**src/rtl/expand_pkg.sv**
```systemverilog
// Shared definitions for the widening integrate-and-dump path: FSM states,
// a constant ceil-log2 helper and an elaboration-time width check.
package expand_pkg;

  typedef enum logic [0:0] {
    ST_ACC  = 1'b0,
    ST_FULL = 1'b1
  } state_e;

  function automatic int clog2(input int n);
    int r;
    r = 0;
    for (int i = 0; i < 31; i++) begin
      if ((32'sd1 << i) < n) begin
        r = i + 1;
      end
    end
    return r;
  endfunction

endpackage

// The accumulator must hold DUMP_LEN shifted samples without overflow.
`define EXPAND_WIDTH_CHECK(ok_expr) \
  if (!(ok_expr)) begin : g_width_check \
    $error("expand_acc: OUT_WIDTH too small for IN_WIDTH+SHIFT+clog2(DUMP_LEN)"); \
  end

```
**src/rtl/sxt_shift.sv**
```systemverilog
// Sign-extends a narrow two's complement sample to the wide domain and shifts
// it left, zero-filling the LSBs. Purely combinational.
module sxt_shift #(
  parameter int IN_WIDTH  = 16,
  parameter int OUT_WIDTH = 36,
  parameter int SHIFT     = 18
) (
  input  logic signed [IN_WIDTH-1:0]  sample,
  output logic signed [OUT_WIDTH-1:0] wide
);

  logic signed [OUT_WIDTH-1:0] ext_s;

  // sign extension then arithmetic left shift into the wide domain
  always_comb begin
    ext_s = OUT_WIDTH'(sample);
    wide  = ext_s <<< SHIFT;
  end

endmodule

```
**src/rtl/expand_acc.sv**
```systemverilog
// Integrate-and-dump of sign-extended, shifted narrow samples. One wide sum
// and OR'd saturation flag per DUMP_LEN-sample block on a registered output.
module expand_acc
  import expand_pkg::*;
#(
  parameter int IN_WIDTH  = 16,
  parameter int OUT_WIDTH = 36,
  parameter int SHIFT     = 18,
  parameter int DUMP_LEN  = 4
) (
  input  logic                 clk,
  input  logic                 rst,
  input  logic                 restart,
  input  logic                 s_valid,
  output logic                 s_ready,
  input  logic [IN_WIDTH-1:0]  s_data,
  input  logic                 s_sat,
  output logic                 m_valid,
  input  logic                 m_ready,
  output logic [OUT_WIDTH-1:0] m_data,
  output logic                 m_sat
);

  localparam int CNT_W = (clog2(DUMP_LEN) < 1) ? 1 : clog2(DUMP_LEN);
  localparam logic [CNT_W-1:0] LAST = CNT_W'(DUMP_LEN - 1);

  `EXPAND_WIDTH_CHECK((OUT_WIDTH >= IN_WIDTH + SHIFT + clog2(DUMP_LEN)) && (DUMP_LEN >= 1))

  state_e                      state_r, state_next_s;
  logic signed [OUT_WIDTH-1:0] acc_r;
  logic signed [OUT_WIDTH-1:0] x_s;
  logic [CNT_W-1:0]            cnt_r;
  logic                        sat_acc_r;
  logic                        m_valid_r;
  logic [OUT_WIDTH-1:0]        m_data_r;
  logic                        m_sat_r;
  logic                        at_last_s;
  logic                        accept_s;
  logic                        final_s;

  sxt_shift #(
    .IN_WIDTH (IN_WIDTH),
    .OUT_WIDTH(OUT_WIDTH),
    .SHIFT    (SHIFT)
  ) u_sxt_shift (
    .sample(s_data),
    .wide  (x_s)
  );

  assign m_valid = m_valid_r;
  assign m_data  = m_data_r;
  assign m_sat   = m_sat_r;

  // FSM next state and input-side handshake; FULL parks the final sample
  // until the output register can take it
  always_comb begin
    state_next_s = state_r;
    s_ready      = 1'b1;
    at_last_s    = (cnt_r == LAST);
    case (state_r)
      ST_ACC: begin
        s_ready = !(at_last_s && m_valid_r && !m_ready);
        if (s_ready) begin
          state_next_s = ST_ACC;
        end else begin
          state_next_s = ST_FULL;
        end
      end
      ST_FULL: begin
        s_ready = m_ready || !at_last_s;
        if (s_ready) begin
          state_next_s = ST_ACC;
        end else begin
          state_next_s = ST_FULL;
        end
      end
      default: begin
        s_ready      = 1'b0;
        state_next_s = ST_ACC;
      end
    endcase
    accept_s = s_valid && s_ready;
    final_s  = accept_s && at_last_s && !restart;
  end

  // state register, block accumulator and registered output
  always_ff @(posedge clk) begin
    if (rst) begin
      state_r   <= ST_ACC;
      acc_r     <= '0;
      cnt_r     <= '0;
      sat_acc_r <= 1'b0;
      m_valid_r <= 1'b0;
      m_data_r  <= '0;
      m_sat_r   <= 1'b0;
    end else begin
      state_r <= state_next_s;

      if (final_s) begin
        m_data_r  <= acc_r + x_s;
        m_sat_r   <= sat_acc_r | s_sat;
        m_valid_r <= 1'b1;
      end else if (m_valid_r && m_ready) begin
        m_valid_r <= 1'b0;
      end else begin
        m_valid_r <= m_valid_r;
      end

      // a sample arriving with restart opens the new block, except when
      // every sample is final, in which case it is discarded
      if (restart) begin
        if (accept_s && (DUMP_LEN > 1)) begin
          acc_r     <= x_s;
          sat_acc_r <= s_sat;
          cnt_r     <= CNT_W'(1);
        end else begin
          acc_r     <= '0;
          sat_acc_r <= 1'b0;
          cnt_r     <= '0;
        end
      end else if (final_s) begin
        acc_r     <= '0;
        sat_acc_r <= 1'b0;
        cnt_r     <= '0;
      end else if (accept_s) begin
        acc_r     <= acc_r + x_s;
        sat_acc_r <= sat_acc_r | s_sat;
        cnt_r     <= cnt_r + CNT_W'(1);
      end else begin
        acc_r     <= acc_r;
        sat_acc_r <= sat_acc_r;
        cnt_r     <= cnt_r;
      end
    end
  end

endmodule

```
**config.mk**
```make
export PLATFORM = sky130hd
export DESIGN_NAME = expand_acc
export DESIGN_NICKNAME = d
export VERILOG_FILES = /design/src/rtl/expand_pkg.sv /design/src/rtl/sxt_shift.sv /design/src/rtl/expand_acc.sv
export SDC_FILE = /design/constraint.sdc
export NUM_CORES = 1
export LEC_CHECK = 0
export ABC_AREA = 0
export CELL_PAD_IN_SITES_DETAIL_PLACEMENT = 0
export CELL_PAD_IN_SITES_GLOBAL_PLACEMENT = 1
export CORE_MARGIN = 2
export CORE_UTILIZATION = 43
export CTS_CLUSTER_DIAMETER = 50
export DETAILED_ROUTE_END_ITERATION = 7
export GPL_TIMING_DRIVEN = 0
export PLACE_DENSITY_LB_ADDON = 0.1
export SLEW_MARGIN = 25
export SYNTH_ARGS = -nofsm -noshare
export SYNTH_HDL_FRONTEND = slang
export SYNTH_HIERARCHICAL = 1
export SYNTH_SLANG_ARGS = --single-unit
```
**constraint.sdc**
```tcl
create_clock -name clk -period 3.58 [get_ports clk]
set_clock_uncertainty 0.05 [all_clocks]
set_input_delay 0.358 -clock clk [delete_from_list [all_inputs] [get_ports clk]]
set_output_delay 0.358 -clock clk [all_outputs]
set_load 0.02 [all_outputs]
```
# After elaboration in Yosys (flattened, before gate mapping)

Cells that the tools add are included.
W data, S select, Z words.

Input port bits: 22
Register bits: 78
Word-level logic and storage cells: 43

Muxes and demuxes: 18
Reduce and logical (&&, ||, !) cells: 13
$add $sub $neg: 2
Bitwise gates (word level): 2
Equal/unequal tests: 1

Operators with widths:

| operator              | count |
|---|---|
| $mux W36              | 4 |
| $add A36 B34 Y36      | 1 |
| $mux W1               | 9 |
| $logic_and A1 B1 Y1   | 6 |
| $mux W2               | 3 |
| $logic_not A1 Y1      | 4 |
| $pmux W1 S2           | 2 |
| $reduce_bool A3 Y1    | 1 |
| $add A2 B1 Y2 const B | 1 |
| $eq A2 B2 Y1 const B  | 1 |
| $reduce_bool A2 Y1    | 1 |
| $logic_or A1 B1 Y1    | 1 |
| $not A1 Y1            | 1 |
| $or A1 B1 Y1          | 1 |

# Longest topological paths before layout

Gate-level depths: netlist of run 1.

Depth after elaboration: 10
Gate-level depth with buffers: 12
Gate-level depth less buffers: 11

# Hierarchy

The synthesis of run 1 kept the hierarchy.

Modules (own cells, without submodules):

| module     | cells each | times used | area each (sq um) |
|---|---|---|---|
| expand_acc | 645        | 1          | 5052.3 |
| sxt_shift  | 37         | 1          | 274.0 |

# Worst setup path before layout of run 1

Ideal clock, no wire load.

Path type: input -> register
Start point: input s_data[2]
End point: register m_data_r[35], in the netlist m_data[35]
Path slack: 622 ps
Stages on the path: 12
Arrival time: 2822 ps
Path buffers: 2
Cell sequence: buf_4 ha_1 buf_2 a21oi_1 o21bai_1 a21o_1 a221o_1 a2111oi_2 nor3_1 or3_1 xnor2_1 a211oi_1

Word-level cells in the longest chain between the ends: 1

RTL lines:

| item                 | line              | RTL |
|---|---|---|
| from (decl)          | expand_acc.sv:16  | `input logic [IN_WIDTH-1:0] s_data,` |
| $add A36 B34 Y36     | expand_acc.sv:100 | `m_data_r <= acc_r + x_s;` |
| to (signal assigned) | expand_acc.sv:100 |  |
| to (decl)            | expand_acc.sv:35  | `logic [OUT_WIDTH-1:0] m_data_r;` |

No other way between the ends.
A chain may end at the register's enable or synchronous reset.

# Worst setup path in the final report of run 1

Start point: register cnt_r[0]
End point: register acc_r[35]

Word-level cells in the longest chain between the ends: 10

RTL lines:

| item                              | line              | RTL |
|---|---|---|
| from (decl)                       | expand_acc.sv:32  | `logic [CNT_W-1:0] cnt_r;` |
| from (signal assigned)            | expand_acc.sv:128 | `cnt_r <= cnt_r + CNT_W'(1);` |
| from (signal assigned)            | expand_acc.sv:132 | `cnt_r <= cnt_r;` |
| $eq A2 B2 Y1 *                    | expand_acc.sv:59  | `at_last_s = (cnt_r == LAST);` |
| $logic_and A1 B1 Y1 (2 in series) | expand_acc.sv:62  | `s_ready = !(at_last_s && m_valid_r && !m_ready);` |
| $logic_not A1 Y1                  | expand_acc.sv:62  |  |
| $pmux W1 S2                       | expand_acc.sv:60  | `case (state_r)` |
| $logic_and A1 B1 Y1               | expand_acc.sv:82  | `accept_s = s_valid && s_ready;` |
| $logic_and A1 B1 Y1 (2 in series) | expand_acc.sv:83  | `final_s = accept_s && at_last_s && !restart;` |
| $mux W36                          | expand_acc.sv:121 | `end else if (final_s) begin` |
| $mux W36                          | expand_acc.sv:111 | `if (restart) begin` |
| to (signal assigned)              | expand_acc.sv:113 | `acc_r <= x_s;` |
| to (signal assigned)              | expand_acc.sv:126 | `acc_r <= acc_r + x_s;` |
| to (signal assigned)              | expand_acc.sv:130 | `acc_r <= acc_r;` |
| to (decl)                         | expand_acc.sv:30  | `logic signed [OUT_WIDTH-1:0] acc_r;` |

Every way passes the cells marked *; elsewhere a longest branch is shown, timed or not.

==> results of run 1 <==
## cells in the final DEF, fill, tap and decap left out, types with 8 or more instances in the layout
| cell type | n |
|---|---|
| conb_1 | 18 |
| buf_4 | 36 |
| inv_1 | 9 |
| o21ai_0 | 17 |
| clkbuf_1 | 35 |
| dfxtp_1 | 78 |
| a21oi_1 | 81 |
| o21a_1 | 11 |
| nand4_1 | 9 |
| nor3_1 | 10 |
| nand3_1 | 9 |
| a21o_1 | 14 |
| ha_1 | 36 |
| a221oi_1 | 8 |
| a31oi_1 | 10 |
| xor2_1 | 10 |
| clkdlybuf4s50_1 | 44 |
| nor2_1 | 65 |
| a22oi_1 | 12 |
| xnor2_1 | 19 |
| nand2_1 | 97 |
| a222oi_1 | 11 |
| clkbuf_16 | 9 |
| a211oi_1 | 11 |
## worst max-delay path, stage by stage, from the launching register on
cell,delay (ns)
dfxtp_1,0.35
ha_1,0.15
clkbuf_1,0.36
o211ai_1,0.27
and2_1,0.23
clkbuf_1,0.22
nor2_1,0.61
clkbuf_1,0.58
a22oi_1,0.19
o22ai_1,0.20
## per-layer routing
layer  track usage [%]  routed length (um)  vias up  share of wire [%]
met4             10.20                 364        0                2.2
met3             2.847                 786       20                4.8
li1                  -                   -     2575                  -
met5                 0                   0        -                  0
met1             34.33                7548     2518                 46
met2             42.00                7803      164                 47
## final timing paths
| path | startpoint | endpoint | slack (ns) | cells after the start |
|---|---|---|---|---|
| worst min register to register | m_data[15] | m_data[15] | 0.40 | 2 |
| worst min-delay path | s_data[14] | acc_r[32] | 0.22 | 3 |
| worst max register to register | cnt_r[0] | acc_r[35] | 0.29 | 9 |
| worst max-delay path | cnt_r[0] | acc_r[35] | 0.29 | 9 |
## synth_stat cells (all sizes together) (4+ instances only)
master,count,area [um^2]
o31ai,7,57.55
a22oi,12,90.09
nor3,10,50.05
a222oi,11,110.1
o21a,11,82.58
nand2,97,364.1
inv,9,33.78
a211oi,12,95.09
dfxtp,78,1562
a21oi,81,405.4
ha,36,450.4
xnor2,19,166.4
xor2,10,87.58
o21ai,18,90.08
a21o,15,113.9
buf,42,297.8
nor2,65,244.0
a31oi,11,83.83
a2111oi,4,66.32
nand2b,6,37.54
o21bai,6,45.04
nand3,9,45.04
or3,6,42.54
nand4b,4,35.03
a221oi,8,70.07
a211o,4,35.03
nand4,9,56.30
and2,4,25.02
nand3b,6,45.04
nor2b,5,31.28
clkbuf,35,131.4
## kinds of logic after synthesis
family / count (synthesis) / synth area share [%]
other cells: 1 / 0.07040
xor+xnor: 29 / 4.769
simple gates: 233 / 19.99
buf+inv: 86 / 8.692
fa+ha+maj: 37 / 8.832
flops: 78 / 29.32
compound gates: 217 / 28.14
mux: 1 / 0.1879
## metrics by stage
stage	worst slack [ns]	hold slack [ns]	instance area (um^2)	utilization (%)	power, W
6_report	0.2881	0.2177	6365	52.77	0.002580
5_1_grt	0.08588	0.2329	6365	52.77	0.002699
4_1_cts	0.3444	0.2154	6365	52.77	0.002568
3_5_place_dp	0.3603	0.3957	6041	50.08	0.001547
3_3_place_gp	0.3792	0.3903	6041	50.08	0.001537
2_1_floorplan	0.6222	0.4040	5390	-	0.001415
## layout make-up
type | instances | area, um^2 | area share, %
well taps | 168 | 210.2 | 3.303
clock buffers | 10 | 239.0 | 3.755
inverters | 9 | 33.78 | 0.5308
flip-flops and latches | 78 | 1562 | 24.53
plain buffers | 77 | 429.2 | 6.743
clock inverters | 6 | 85.08 | 1.337
repair buffers | 44 | 440.4 | 6.920
multi-input cells | 535 | 3366 | 52.88
## power groups by stage
| stage | Clock [W] | Sequential, W | Combinational, W |
|---|---|---|---|
| floorplan | 0 | 0.000938 | 0.000477 |
| global placement | 0 | 0.000940 | 0.000597 |
| detailed placement | 0 | 0.000942 | 0.000605 |
| CTS | 0.00104 | 0.000923 | 0.000609 |
| global route | 0.00108 | 0.000927 | 0.000695 |
| finish | 0.00102 | 0.000924 | 0.000632 |
## state kept, by name, indices dropped and copies added, names as in the netlist
name       count
m_valid        1
state_r        1
acc_r         36
cnt_r          2
m_sat          1
m_data        36
sat_acc_r      1
==> impl_metrics.py, run 1 <==
metrics = {
    "synth": {
        "synth-edff-count": 0,
        "yosysWarnings": 6,
        "syn_avg_cell_area_um2": 7.810,
        "synth_cell_types": 62,
        "ys_async_sr_fraction_pct": 0,
        "ys_seq_area_share_pct": 29.32,
        "synth_flop_cell": "dfxtp_1",
        "syn_area_um2": 5326,
        "netlist_instances": 682,
        "synth-seq-cells": 78,
    },
    "route": {
        "drtAntennaViolNets": 0,
        "vias": 5277,
        "dr.pass1.iters": 5,
        "drc_errors": 0,
        "drtIter0Drc": 431,
        "via_per_inst": 5.693,
        "wl_per_cell_um": 17.80,
        "drt-total-wl_mm": 16.50,
    },
    "cts": {
        "cts_tree": "yes",
        "hold_buffers": 0,
        "cts_buffers": 9,
        "clk_latency_ns": 0.36,
        "cts.sinks": 78,
        "path_clk_slew_ns": 0.06,
        "cts_resized": 0,
        "clk_path_buf_depth": 2,
        "clock-root-buffer": "clkbuf_16",
        "cts_setup_buffers": 0,
        "htree_levels": 3,
    },
    "cells_and_area": {
        "diodes": 0,
        "finalNonFillerCells": 927,
        "final.fill_count": 1205,
        "layout.nets": 813,
        "area_delta_synth_final_pct": 19.50,
        "drive_above_1_share_pct": 8.827,
    },
    "timing": {
        "setup_tns_ns": 0,
        "fin_crit_ns": 3.292,
        "drv_slew": 0,
        "max_freq_mhz": 303.8,
        "slew_headroom_pct": 44.29,
        "setup_viol": 0,
        "fin_crit_sh_pct": 91.95,
        "rsz0062_at_grt": "false",
        "worst_slew_pin_slew_ns": 0.8357,
        "final_hold_viol_count": 0,
    },
    "die": {
        "ios": 61,
        "chipHeight_um": 115.3,
        "core_um2": 12060,
        "dieArea_um2": 13290,
        "core.rowCount": 40,
        "initial_core_util_pct": 44.16,
        "die_w_um": 115.3,
    },
    "setup_path": {
        "required_ns": 3.81,
        "cp_max_fo": 10,
        "crit_path_start_kind": "flop",
        "path_class": "flop to flop",
        "crit_arrival_ns": 3.52,
        "end_kind": "flop",
    },
    "power_and_ir_drop": {
        "seq_power_share_pct": 35.8,
        "swShare_pct": 31.09,
        "p_sw_w": 0.0008022,
        "power_per_cell_area_nw_per_um2": 405.3,
        "p_clk_share_pct": 39.7,
        "comb_power_share_pct": 24.5,
        "p_leak_nw": 2.564,
        "p_int_w": 0.001778,
        "vdd_ir_drop_max_uv": 180.9,
    },
    "placement": {
        "port_buffers": 44,
        "dp_hpwl_mm": 12.03,
        "gp_congestion": 0.8842,
        "dpl.cell_count": 911,
    },
    "min_path": {
        "hold_class": "input port to flop",
    },
    "grt": {
        "grt_max_degree": 14,
        "grt_pass1_vias": 4927,
        "grt_antenna_before_repair": 0,
        "track_usage_pct": 25.56,
        "gr-total-overflow": 0,
        "grt_pass1_wl_mm": 25.83,
    },
    "run_status": {
        "outcome": "finished clean",
    },
    "flow_run": {
        "drv.max_cap_violation_count": 0,
    },
}
Note: power is estimated with default switching activity, not from simulation.
==> run 2: changes to the inputs <==
--- a/config.mk
+++ b/config.mk
@@ -11,8 +11,10 @@
 export CORE_MARGIN = 2
 export CORE_UTILIZATION = 43
 export CTS_CLUSTER_DIAMETER = 50
+export CTS_CLUSTER_SIZE = 16
 export DETAILED_ROUTE_END_ITERATION = 7
 export GPL_TIMING_DRIVEN = 0
+export MAX_ROUTING_LAYER = met4
 export PLACE_DENSITY_LB_ADDON = 0.1
 export SLEW_MARGIN = 25
 export SYNTH_ARGS = -nofsm -noshare
==> run 2 against run 1 <==
Against the previous run:
- first-iteration DRC count decreased by 2.3%
- fmax increased by 0.27%
- highest routed layer unchanged
- final area is the same
- die area unchanged
- total power about the same
- setup slack improved by 0.0090 ns
- sequential cell count is the same
- cell count unchanged
- hold slack improved by 0.0032 ns
- combinational power barely moved
==> impl_metrics.py, run 2 (same netlist as run 1, synthesis figures left out) <==
metrics = {
    "timing": {
        "worst_slew_pin_slew_ns": 0.8128,
        "setup_tns_ns": 0,
        "max_freq_mhz": 304.6,
        "slew_headroom_pct": 45.81,
        "final_hold_viol_count": 0,
        "fin_crit_ns": 3.283,
        "fin_crit_sh_pct": 91.70,
        "rsz0062_at_grt": "false",
        "drv_slew": 0,
        "setup_viol": 0,
        "setup_ws_ns": 0.2971,
    },
    "cts": {
        "hold_buffers": 0,
        "cts_setup_buffers": 0,
        "cts_buffers": 9,
        "clk_path_buf_depth": 2,
        "cts.sinks": 78,
        "clk_latency_ns": 0.36,
        "cts_tree": "yes",
        "path_clk_slew_ns": 0.06,
        "htree_levels": 3,
        "clock-root-buffer": "clkbuf_16",
        "cts_resized": 0,
    },
    "setup_path": {
        "path_class": "flop to flop",
        "required_ns": 3.81,
        "end_kind": "flop",
        "crit_path_start_kind": "flop",
        "cp_max_fo": 10,
        "crit_arrival_ns": 3.51,
    },
    "placement": {
        "dpl.cell_count": 911,
        "gp_congestion": 0.8989,
        "port_buffers": 44,
        "place_ws_ns": 0.3603,
        "dp_hpwl_mm": 12.03,
    },
    "die": {
        "dieArea_um2": 13290,
        "ios": 61,
        "die_w_um": 115.3,
        "core_um2": 12060,
        "core.rowCount": 40,
        "initial_core_util_pct": 44.16,
        "chipHeight_um": 115.3,
    },
    "grt": {
        "grt_antenna_before_repair": 0,
        "grt_max_degree": 14,
        "grt_pass1_vias": 4923,
        "gr-total-overflow": 0,
        "grt_pass1_wl_mm": 25.85,
        "track_usage_pct": 26.41,
    },
    "route": {
        "drt-total-wl_mm": 16.48,
        "drtIter0Drc": 421,
        "dr.pass1.iters": 5,
        "via_per_inst": 5.649,
        "vias": 5237,
        "wl_per_cell_um": 17.78,
        "drc_errors": 0,
        "drtAntennaViolNets": 0,
    },
    "power_and_ir_drop": {
        "p_leak_nw": 2.564,
        "vdd_ir_drop_max_uv": 177.4,
        "power_per_cell_area_nw_per_um2": 405.2,
    },
    "cells_and_area": {
        "drive_above_1_share_pct": 8.827,
        "layout.nets": 813,
        "ff_latch_area_um2": 1562,
        "multi_input_area_um2": 3366,
        "final_cell_mix": "nand2_1 (97), a21oi_1 (81), dfxtp_1 (78)",
        "final.fill_count": 1205,
        "final_common_cell": "nand2_1",
        "finalNonFillerCells": 927,
        "diodes": 0,
        "area_delta_synth_final_pct": 19.50,
    },
    "min_path": {
        "hold_class": "input port to flop",
    },
    "flow_run": {
        "drv.max_cap_violation_count": 0,
    },
    "run_status": {
        "outcome": "finished clean",
    },
}
## run 2: cell counts in the layout (fill, tap and decap cells not counted)
Identical to the previous run, type by type.
## run 2: cell type report
| type | count | share of cell area (%) |
|---|---|---|
| Timing Repair Buffer | 44 | 6.920 |
| Tap cell | 168 | 3.303 |
| Clock inverter | 6 | 1.337 |
| Sequential cell | 78 | 24.53 |
| Inverter | 9 | 0.5308 |
| Buffer | 77 | 6.743 |
| Multi-Input combinational cell | 535 | 52.88 |
| Clock buffer | 10 | 3.755 |
## run 2: power by group
part           switching, W  internal (W)  leakage, nW
registers         0.0000210      0.000903        0.635
logic              0.000383      0.000248         1.77
clock network      0.000397      0.000627        0.154
## run 2: worst max-delay path, cell delays in order, from the launching register on
cell      delay (ns)
dfxtp_1         0.35
ha_1            0.15
clkbuf_1        0.36
o211ai_1        0.27
and2_1          0.23
clkbuf_1        0.22
nor2_1          0.61
clkbuf_1        0.57
a22oi_1         0.19
o22ai_1         0.20
## run 2: final timing paths
kind | startpoint | to | slack [ns] | depth (start not counted)
max | cnt_r[0] | acc_r[35] | 0.30 | 9
max reg2reg | cnt_r[0] | acc_r[35] | 0.30 | 9
min reg2reg | m_data[15] | m_data[15] | 0.40 | 2
min | s_data[14] | acc_r[32] | 0.22 | 3
## run 2: metal layers
layer | routed length (um) | up-vias | track usage [%] | part of all wire [%]
li1 | - | 2566 | - | -
met1 | 7612 | 2510 | 34.53 | 46
met2 | 7818 | 144 | 41.96 | 47
met3 | 733 | 17 | 2.899 | 4.4
met4 | 316 | 0 | 10.20 | 1.9
met5 | 0 | - | - | 0
## run 2: metrics by stage
step	hold WS, ns	util (%)	cell area [um^2]	total power, W
3_3_place_gp	0.3903	50.08	6041	0.001537
4_1_cts	0.2154	52.77	6365	0.002568
2_1_floorplan	0.4040	-	5390	0.001415
5_1_grt	0.2314	52.77	6365	0.002701
3_5_place_dp	0.3957	50.08	6041	0.001547
6_report	0.2209	52.77	6365	0.002579
==> run 3: changes to the inputs <==
--- a/config.mk
+++ b/config.mk
@@ -6,10 +6,10 @@
 export NUM_CORES = 1
 export LEC_CHECK = 0
 export ABC_AREA = 0
-export CELL_PAD_IN_SITES_DETAIL_PLACEMENT = 0
-export CELL_PAD_IN_SITES_GLOBAL_PLACEMENT = 1
+export CELL_PAD_IN_SITES_DETAIL_PLACEMENT = 2
+export CELL_PAD_IN_SITES_GLOBAL_PLACEMENT = 2
 export CORE_MARGIN = 2
-export CORE_UTILIZATION = 43
+export CORE_UTILIZATION = 34
 export CTS_CLUSTER_DIAMETER = 50
 export CTS_CLUSTER_SIZE = 16
 export DETAILED_ROUTE_END_ITERATION = 7
==> run 3 against run 2 <==
Against the previous run:
- die area is 25% higher
- first-iteration DRC count is 31% lower
- count of clock-buffer cells in the layout is 1 lower
- non-clock buffer count is 1 lower
- combinational power is 6.7% higher
- largest power group unchanged
- highest routed layer unchanged
==> impl_metrics.py, run 3 (same netlist as run 1, synthesis figures left out) <==
metrics = {
    "grt": {
        "gr-total-overflow": 0,
        "grt_antenna_before_repair": 0,
        "track_usage_pct": 26.29,
        "grt_pass1_wl_mm": 32.87,
        "grt_pass1_vias": 5967,
        "grt_max_degree": 16,
    },
    "route": {
        "drtAntennaViolNets": 0,
        "vias": 5412,
        "via_per_inst": 5.585,
        "dr.pass1.iters": 5,
        "drc_errors": 0,
        "drtIter0Drc": 291,
        "drt-total-wl_mm": 20.58,
        "wl_per_cell_um": 21.24,
    },
    "timing": {
        "final_hold_viol_count": 0,
        "worst_slew_pin_slew_ns": 0.7620,
        "max_freq_mhz": 314.8,
        "rsz0062_at_grt": "false",
        "fin_crit_ns": 3.177,
        "setup_tns_ns": 0,
        "slew_headroom_pct": 49.20,
        "setup_viol": 0,
        "drv_slew": 0,
        "fin_crit_sh_pct": 88.74,
    },
    "cells_and_area": {
        "finalNonFillerCells": 969,
        "final_cell_mix": "nand2_1 (97), a21oi_1 (81), dfxtp_1 (78)",
        "area_delta_synth_final_pct": 20.67,
        "layout.nets": 812,
        "final.fill_count": 1752,
        "diodes": 0,
        "final_area_um2": 6427,
        "final_common_cell": "nand2_1",
        "drive_above_1_share_pct": 9.499,
    },
    "cts": {
        "clock-root-buffer": "clkbuf_16",
        "cts.sinks": 78,
        "cts_tree": "yes",
        "clk_path_buf_depth": 2,
        "path_clk_slew_ns": 0.07,
        "cts_setup_buffers": 0,
        "cts_buffers": 9,
        "htree_levels": 3,
        "hold_buffers": 0,
        "clk_latency_ns": 0.35,
    },
    "power_and_ir_drop": {
        "vdd_ir_drop_max_uv": 212.7,
        "p_leak_nw": 2.580,
        "power_per_cell_area_nw_per_um2": 413.8,
    },
    "die": {
        "core.rowCount": 45,
        "ios": 61,
        "dieArea_um2": 16680,
        "initial_core_util_pct": 34.91,
        "core_um2": 15260,
        "die_w_um": 129.2,
        "chipHeight_um": 129.2,
    },
    "setup_path": {
        "end_kind": "flop",
        "startpoint": "acc_r[20]",
        "cp_max_fo": 8,
        "crit_arrival_ns": 3.40,
        "required_ns": 3.80,
        "path_class": "flop to flop",
        "crit_path_start_kind": "flop",
        "timing.rr.start": "acc_r[20]",
    },
    "placement": {
        "gp_congestion": 0.8397,
        "post_dp_cell_area_um2": 6095,
        "dpl.cell_count": 954,
        "dp_hpwl_mm": 15.43,
        "port_buffers": 44,
    },
    "min_path": {
        "hold_start": "s_data[14]",
        "hold_class": "input port to flop",
    },
    "flow_run": {
        "drv.max_cap_violation_count": 0,
    },
    "run_status": {
        "outcome": "finished clean",
    },
}
## run 3: cell count changes in the layout (fill, tap and decap cells not counted)
cell / delta
clkinvlp_4: -2
clkbuf_8: -1
buf_1: -1
nor2_2: +1
clkbuf_2: +4
nor2_1: -1
clkinv_4: +3
clkbuf_1: -4
inv_6: +2
clkinv_2: -2
## run 3: metrics by stage
step / utilization [%] / hold WS [ns] / power (W) / setup WS, ns
final: 42.12 / 0.2159 / 0.002660 / 0.4032
after CTS: 42.10 / 0.2165 / 0.002646 / 0.05727
after global placement: 39.94 / 0.3903 / 0.001552 / 0.2478
after floorplan: - / 0.4040 / 0.001415 / 0.6222
after global routing: 42.12 / 0.2378 / 0.002770 / 0.1376
after detailed placement: 39.94 / 0.4028 / 0.001584 / 0.1161
## run 3: area by class of cell
class	count	area, um^2	share of cell area (%)
clock inverter	7	103.9	1.616
inverter	9	33.78	0.5256
timing repair buffer	44	440.4	6.852
buffer	76	430.4	6.697
clock buffer	9	225.2	3.504
tap	211	264.0	4.107
sequential	78	1562	24.29
multi-input combinational	535	3368	52.40
## run 3: final timing paths
check | depth (start not counted) | endpoint | slack, ns
setup / recovery | 11 | m_data[35] | 0.40
hold / removal | 3 | acc_r[32] | 0.22
setup reg to reg | 11 | m_data[35] | 0.40
hold reg to reg | 2 | m_data[16] | 0.41
## run 3: per-layer routing
metal | wire (um) | global-route usage, %
met5 | 0 | -
met4 | 267 | 7.609
met3 | 497 | 2.353
met2 | 10440 | 45.29
met1 | 9369 | 32.83
## run 3: worst max-delay path: stages, from the launching register on
cell and delay, ns:
dfxtp_1 0.32, ha_1 0.29, buf_2 0.18, a21oi_1 0.22, o21bai_1 0.09, a21o_1 0.23
a221o_1 0.37, a2111oi_2 0.42, nor3_1 0.09, or3_1 0.43, xnor2_1 0.17, a211oi_1 0.24
## run 3: repair_timing
item	in CTS	in global routing
setup endpoints to repair	0	27
gates resized for setup	0	9
hold endpoints to repair	0	0
## run 3: power by group
group	leakage, nW	total, W	internal, W	switching, W
clock network	0.161	0.00106	0.000621	0.000442
registers	0.635	0.000924	0.000902	0.0000218
logic	1.78	0.000673	0.000250	0.000422
total	2.58	0.00266	0.00177	0.000886
